`src/rtl/serial_set_dispatcher_pkg.sv`:
```
// Shared codes, FSM state encodings and range limits for the serial set dispatcher.
package serial_set_dispatcher_pkg;

  localparam logic [2:0] AddrClock = 3'b000;
  localparam logic [2:0] AddrAlarm = 3'b010;
  localparam logic [2:0] AddrCal   = 3'b100;

  localparam logic [7:0] TgtClock = 8'h00;
  localparam logic [7:0] TgtAlarm = 8'h02;
  localparam logic [7:0] TgtCal   = 8'h04;

  localparam logic [7:0] Ack = 8'h06;
  localparam logic [7:0] Nak = 8'h15;

  localparam logic [2:0] StIdle = 3'd0;
  localparam logic [2:0] StTgt  = 3'd1;
  localparam logic [2:0] StBig  = 3'd2;
  localparam logic [2:0] StMid  = 3'd3;
  localparam logic [2:0] StLess = 3'd4;
  localparam logic [2:0] StChk  = 3'd5;
  localparam logic [2:0] StResp = 3'd6;

  // Clock and alarm share time-of-day limits.
  localparam logic [6:0] TimeBigMax  = 7'd23;
  localparam logic [6:0] TimeMidMax  = 7'd59;
  localparam logic [6:0] TimeLessMax = 7'd59;

  localparam logic [6:0] CalBigMax  = 7'd99;
  localparam logic [6:0] CalMidMin  = 7'd1;
  localparam logic [6:0] CalMidMax  = 7'd12;
  localparam logic [6:0] CalLessMin = 7'd1;
  localparam logic [6:0] CalLessMax = 7'd31;

endpackage

```
`src/rtl/set_range_check.sv`:
```
// Combinational range validation of a Big/Middle/Less triple for a given target.
module set_range_check
  import serial_set_dispatcher_pkg::*;
(
  input  logic [2:0] target,
  input  logic [6:0] big,
  input  logic [6:0] middle,
  input  logic [6:0] less,
  output logic       ok
);

  always_comb begin
    ok = 1'b0;
    case (target)
      AddrClock, AddrAlarm: begin
        ok = (big <= TimeBigMax) && (middle <= TimeMidMax) && (less <= TimeLessMax);
      end
      AddrCal: begin
        ok = (big <= CalBigMax) &&
             (middle >= CalMidMin) && (middle <= CalMidMax) &&
             (less >= CalLessMin) && (less <= CalLessMax);
      end
      default: ok = 1'b0;
    endcase
  end

endmodule

```
`src/rtl/serial_set_dispatcher.sv`:
```
// Parses 6-byte set frames from a UART byte stream, commits validated values to
// the clock/alarm/calendar target and returns an ACK or NAK byte.
module serial_set_dispatcher
  import serial_set_dispatcher_pkg::*;
#(
  parameter logic [7:0]  HEADER         = 8'hA5,
  parameter int unsigned TIMEOUT_CYCLES = 50_000_000
) (
  input  logic       clk,
  input  logic       reset,
  input  logic [7:0] rx_data,
  input  logic       rx_valid,
  output logic [2:0] address,
  output logic [6:0] Less_set,
  output logic [6:0] Middle_set,
  output logic [6:0] Big_set,
  output logic       wr_clock,
  output logic       wr_ala,
  output logic       wr_cla,
  output logic [7:0] tx_data,
  output logic       tx_valid,
  input  logic       tx_ready
);

  localparam int unsigned TmrW = (TIMEOUT_CYCLES > 1) ? $clog2(TIMEOUT_CYCLES) : 1;
  localparam logic [TmrW-1:0] TmrLast = TmrW'(TIMEOUT_CYCLES - 1);

  logic [2:0]      state_q, state_d;
  logic [TmrW-1:0] tmr_q, tmr_d;
  logic [7:0]      chk_q, chk_d;
  logic [2:0]      tgt_q, tgt_d;
  logic [6:0]      big_q, big_d, mid_q, mid_d, less_q, less_d;
  logic [2:0]      addr_q, addr_d;
  logic [6:0]      big_set_q, big_set_d, mid_set_q, mid_set_d, less_set_q, less_set_d;
  logic            wr_clock_q, wr_clock_d, wr_ala_q, wr_ala_d, wr_cla_q, wr_cla_d;
  logic [7:0]      tx_data_q, tx_data_d;
  logic            tx_valid_q, tx_valid_d;
  logic            range_ok, in_frame, nak;

  set_range_check u_range_check (
    .target (tgt_q),
    .big    (big_q),
    .middle (mid_q),
    .less   (less_q),
    .ok     (range_ok)
  );

  assign in_frame = (state_q != StIdle) && (state_q != StResp);

  always_comb begin
    state_d    = state_q;
    tmr_d      = tmr_q;
    chk_d      = chk_q;
    tgt_d      = tgt_q;
    big_d      = big_q;
    mid_d      = mid_q;
    less_d     = less_q;
    addr_d     = addr_q;
    big_set_d  = big_set_q;
    mid_set_d  = mid_set_q;
    less_set_d = less_set_q;
    wr_clock_d = 1'b0;
    wr_ala_d   = 1'b0;
    wr_cla_d   = 1'b0;
    tx_data_d  = tx_data_q;
    tx_valid_d = tx_valid_q;
    nak        = 1'b0;

    // A stalled frame is abandoned silently: no response, no write.
    if (in_frame) begin
      if (rx_valid) begin
        tmr_d = '0;
      end else if (tmr_q == TmrLast) begin
        state_d = StIdle;
        tmr_d   = '0;
      end else begin
        tmr_d = tmr_q + 1'b1;
      end
    end

    case (state_q)
      StIdle: begin
        if (rx_valid && (rx_data == HEADER)) begin
          state_d = StTgt;
          tmr_d   = '0;
        end
      end
      StTgt: begin
        if (rx_valid) begin
          chk_d   = rx_data;
          state_d = StBig;
          case (rx_data)
            TgtClock: tgt_d = AddrClock;
            TgtAlarm: tgt_d = AddrAlarm;
            TgtCal:   tgt_d = AddrCal;
            default:  nak = 1'b1;
          endcase
        end
      end
      StBig, StMid, StLess: begin
        if (rx_valid) begin
          chk_d = chk_q ^ rx_data;
          if (rx_data[7]) begin
            nak = 1'b1;
          end else begin
            case (state_q)
              StBig: begin
                big_d   = rx_data[6:0];
                state_d = StMid;
              end
              StMid: begin
                mid_d   = rx_data[6:0];
                state_d = StLess;
              end
              default: begin
                less_d  = rx_data[6:0];
                state_d = StChk;
              end
            endcase
          end
        end
      end
      StChk: begin
        if (rx_valid) begin
          if ((rx_data == chk_q) && range_ok) begin
            state_d    = StResp;
            addr_d     = tgt_q;
            big_set_d  = big_q;
            mid_set_d  = mid_q;
            less_set_d = less_q;
            tx_valid_d = 1'b1;
            tx_data_d  = Ack;
            case (tgt_q)
              AddrAlarm: wr_ala_d   = 1'b1;
              AddrCal:   wr_cla_d   = 1'b1;
              default:   wr_clock_d = 1'b1;
            endcase
          end else begin
            nak = 1'b1;
          end
        end
      end
      StResp: begin
        if (tx_ready) begin
          tx_valid_d = 1'b0;
          state_d    = StIdle;
        end
      end
      default: state_d = StIdle;
    endcase

    if (nak) begin
      state_d    = StResp;
      tx_valid_d = 1'b1;
      tx_data_d  = Nak;
    end
  end

  always_ff @(posedge clk or posedge reset) begin
    if (reset) begin
      state_q    <= StIdle;
      tmr_q      <= '0;
      chk_q      <= '0;
      tgt_q      <= AddrClock;
      big_q      <= '0;
      mid_q      <= '0;
      less_q     <= '0;
      addr_q     <= AddrClock;
      big_set_q  <= '0;
      mid_set_q  <= '0;
      less_set_q <= '0;
      wr_clock_q <= 1'b0;
      wr_ala_q   <= 1'b0;
      wr_cla_q   <= 1'b0;
      tx_data_q  <= '0;
      tx_valid_q <= 1'b0;
    end else begin
      state_q    <= state_d;
      tmr_q      <= tmr_d;
      chk_q      <= chk_d;
      tgt_q      <= tgt_d;
      big_q      <= big_d;
      mid_q      <= mid_d;
      less_q     <= less_d;
      addr_q     <= addr_d;
      big_set_q  <= big_set_d;
      mid_set_q  <= mid_set_d;
      less_set_q <= less_set_d;
      wr_clock_q <= wr_clock_d;
      wr_ala_q   <= wr_ala_d;
      wr_cla_q   <= wr_cla_d;
      tx_data_q  <= tx_data_d;
      tx_valid_q <= tx_valid_d;
    end
  end

  assign address    = addr_q;
  assign Big_set    = big_set_q;
  assign Middle_set = mid_set_q;
  assign Less_set   = less_set_q;
  assign wr_clock   = wr_clock_q;
  assign wr_ala     = wr_ala_q;
  assign wr_cla     = wr_cla_q;
  assign tx_data    = tx_data_q;
  assign tx_valid   = tx_valid_q;

endmodule

```
`config.mk`:
```
export PLATFORM = sky130hd
export DESIGN_NAME = serial_set_dispatcher
export DESIGN_NICKNAME = d
export VERILOG_FILES = /design/src/rtl/serial_set_dispatcher_pkg.sv /design/src/rtl/set_range_check.sv /design/src/rtl/serial_set_dispatcher.sv
export SDC_FILE = /design/constraint.sdc
export NUM_CORES = 1
export LEC_CHECK = 0
export ABC_AREA = 0
export CAP_MARGIN = 15
export CORE_MARGIN = 3
export CORE_UTILIZATION = 35
export CTS_CLUSTER_SIZE = 16
export DETAILED_ROUTE_END_ITERATION = 12
export PLACE_DENSITY = 0.61
export SLEW_MARGIN = 15
export SYNTH_ARGS = -nofsm -noshare
export SYNTH_HDL_FRONTEND = slang
export SYNTH_SLANG_ARGS = --single-unit
export TNS_END_PERCENT = 30
```
`constraint.sdc`:
```
create_clock -name clk -period 6.12 [get_ports clk]
set_input_delay 1.224 -clock clk [delete_from_list [all_inputs] [get_ports clk]]
set_output_delay 1.224 -clock clk [all_outputs]
set_load 0.1 [all_outputs]
```
==> results.md <==
* Outcome: complete, no violations
* Flop-to-flop setup slack at 3.54 ns
* Global-route wire length before repair at 16.9 mm
* Terminus of the critical flop-to-flop path: state_q[2]$_DFF_PP0_
* Tot GR Track Use at 0.145
* RSZ-0062 raised after global routing: false
* Post-synthesis cell area at 4620 um2
* Slew Viols, Final at 0
* Commonest register cell after synthesis: dfrtp_1
* Hold Violations, Final at 0
* Critical-path top delay cell: clkdlybuf4s50_1
* Bufs and invs on worst path at 1
* Initial detailed-routing violation count at 172
* Minimum clock period after layout at 3.52 ns
* Launching instance or port of the critical path: rx_data[7]
* Relative slew slack at 0.330
* Die boundary width at 121 um
* Via count at 3332
* Dpl cell area at 5120 um2
* Most frequent cell after synthesis: dfrtp_1
* Most instantiated cells after synthesis: dfrtp_1 (90), nor2_1 (34), mux2_2 (28), nand2_1 (28), a21oi_1 (25)
* Area of the multi-input gates at 2170 um2
* DRC viols at 0
* Boundary Pins at 48
* Unique masters post-synth at 62
* Part of the Yosys area used for sequential elements at 0.488
* Max-cap violations at 0
* Non-Filler Cell Area, Final at 5440 um2
* Period Utilization, post-route at 0.575
* Logic depth of the worst path, buffers included at 6
* Avg Vias per Cell at 5.21
* Total CTS buffers at 9
* Insertion delay of the later-clocked pin in the worst-skew pair at 0.34 ns
* Type of the worst setup path: input port to flop
* Startpoint class of the critical path: input port
* Hold slack final at 0.475 ns
* Count of standard-cell rows at 41
* Inserted Diodes at 0
* Type of destination of the critical path: flop
* CP cell instances: clkdlybuf4s50_1, or2_1, a221oi_1, and3_1, nand3_4, mux2_4
* Final WS setup at 2.60 ns
* Final sum of negative setup slack at 0 ns
* Post-detail-place hpwl at 7.07 mm
* Number of cells on the worst reg-to-reg path at 5
* Maximum clock frequency at 284 MHz
* Startpoint of the worst-slack reg-to-reg timing path: state_q[0]$_DFF_PP0_
* Leakage power at 2.30 nW
* Synth async-reset ratio at 1.00
* Slew @ Worst Pin at 1.01 ns
* Worst hold path type: flop to flop
* Synth area leader: dfrtp_1
* VDD IR max at 139 uV
* Worst Skew at 0.00756 ns
* Category of cells accounting for the largest share of critical-path delay: simple AND/OR/NAND/NOR gates
* Number of detailed-route iterations in the first pass at 4
* Number of fill cells at 1225
* Layout-stage area growth over the synthesis result at 17.8%
* Clock transition at the register clock pins on the worst setup and hold paths after CTS at 0.07 ns
* Maximum level of the CTS H-tree at 3
* Final setup vio count at 0
* Antenna violations before repair at 0
* Vias in the first global route at 3314
* P per Cell Area at 368 nW/um2
* CTS-repair resized insts at 0
* Routed wire length at 10.1 mm
* Data required time of the worst path at 6.34 ns
* TritonCTS clock tree: built
* Number of register bits inferred by synthesis at 90
* Fraction of final layout cells sized beyond drive strength 1 at 0.143
* Number of clock sinks at 90
* GP Congestion at 0.793
* Post-Layout Cell Count at 639
* Synthesized instance count at 434
* Reg area at 2250 um2
* Placed Cells incl. Taps at 623
* Largest net degree at the start of global routing at 56
* Dominant cells by area after synthesis: dfrtp_1 (49%), mux2_2 (6.8%), mux2_4 (4.6%), xnor2_1 (3.2%), nor2_1 (2.8%)
* Number of enable-type register cells in the synthesized netlist at 0
* Clock tree root buffer cell: clkbuf_16
* Die height at 121 um
* Initial Utilization at 0.362
* Grt ovf at 0
* Slowest Stage Delay on Critical Path at 0.68 ns
* Count of buffers inserted at the top-level ports at 42
* Post-CTS Setup Bufs at 0
* Placeable core region at 12800 um2
* Area of the die at 14600 um2
* Setup slack after placement at 2.21 ns
* Net total in the final layout at 479
* Endpoint of the most critical setup path: Middle_set[0]$_DFFE_PP0P_
* Critical Path Fanout Max at 27
* Average instance area after synthesis at 10.6 um2
* Buffer levels on the longest clock path at 2
* Critical path arrival at 3.74 ns
* Post-detailed-route count of antenna-violating nets at 0
* Top cell type's share of synthesized area at 0.488
* Warnings from Yosys at 0
* Routed wire per std cell at 15.8 um
* Number of buffers inserted by hold repair at cts at 0
## layout make-up
class                      instances  area share
tap                              172      0.0396
clock buffer                      11      0.0428
multi-input combinational        303       0.399
clock inverter                     5      0.0159
inverter                          15      0.0106
sequential                        90       0.414
timing repair buffer              43      0.0787
## power by group
part / leakage (nW) / switching, mW / internal, mW / total [mW]
sequential: 1.18 / 0.162 / 0.716 / 0.878
combinational: 0.974 / 0.311 / 0.222 / 0.533
clock: 0.154 / 0.232 / 0.361 / 0.593
## cell families after synthesis
kind of cell    count (synthesis)  share of synthesized area
other cells                     1                   0.000812
xor+xnor                       27                     0.0512
fa+ha+maj                       5                     0.0135
flops                          90                      0.488
simple gates                  149                      0.177
buf+inv                        45                     0.0461
compound gates                 74                      0.108
mux                            43                      0.116
## cell usage in the layout, fill, tap and decap left out, drive strengths merged, types with 6 or more instances in the layout
cell type,instances
dfrtp,90
clkdlybuf4s50,42
mux2,42
nor2,34
nand2,28
a21oi,25
xnor2,17
inv,15
o21ai,13
nand3,12
nor3,11
clkbuf,11
xor2,10
nand4,10
nor4,10
nor2b,7
and3,6
o22ai,6
nor4b,6
## metal layers
layer / vias up / wire length, um / share of wire / global-route usage
li1: 1607 / - / - / -
met1: 1641 / 4600 / 0.45 / 0.183
met2: 72 / 5090 / 0.50 / 0.249
met3: 12 / 343 / 0.034 / 0.0345
met4: 0 / 85 / 0.0084 / 0.0382
met5: - / 0 / 0 / 0
## metrics by stage
stage / total power [mW] / util
final: 2.00 / 0.426
after CTS: 2.02 / 0.426
after global routing: 2.13 / 0.426
after floorplan: 1.29 / -
after detailed placement: 1.42 / 0.401
after global placement: 1.41 / 0.401
## worst min path at each step
stage	endpoint	startpoint	cells past startpoint
6_report	tx_data[2]$_DFFE_PP0P_	tx_data[2]$_DFFE_PP0P_	1
3_5_place_dp	tx_data[2]$_DFFE_PP0P_	tx_data[2]$_DFFE_PP0P_	1
2_1_floorplan	tmr_q[6]$_DFF_PP0_	tmr_q[6]$_DFF_PP0_	2
3_3_place_gp	tx_data[2]$_DFFE_PP0P_	tx_data[2]$_DFFE_PP0P_	1
4_1_cts	tx_data[2]$_DFFE_PP0P_	tx_data[2]$_DFFE_PP0P_	1
5_1_grt	tx_data[2]$_DFFE_PP0P_	tx_data[2]$_DFFE_PP0P_	1
## flip-flops by register name (all words and copies together) (netlist names), 7 cells and up
register    cells
tmr_q          26
chk_q           8
Big_set         7
Less_set        7
Middle_set      7
big_q           7
less_q          7
mid_q           7
Power figures use the tool's default switching activity.
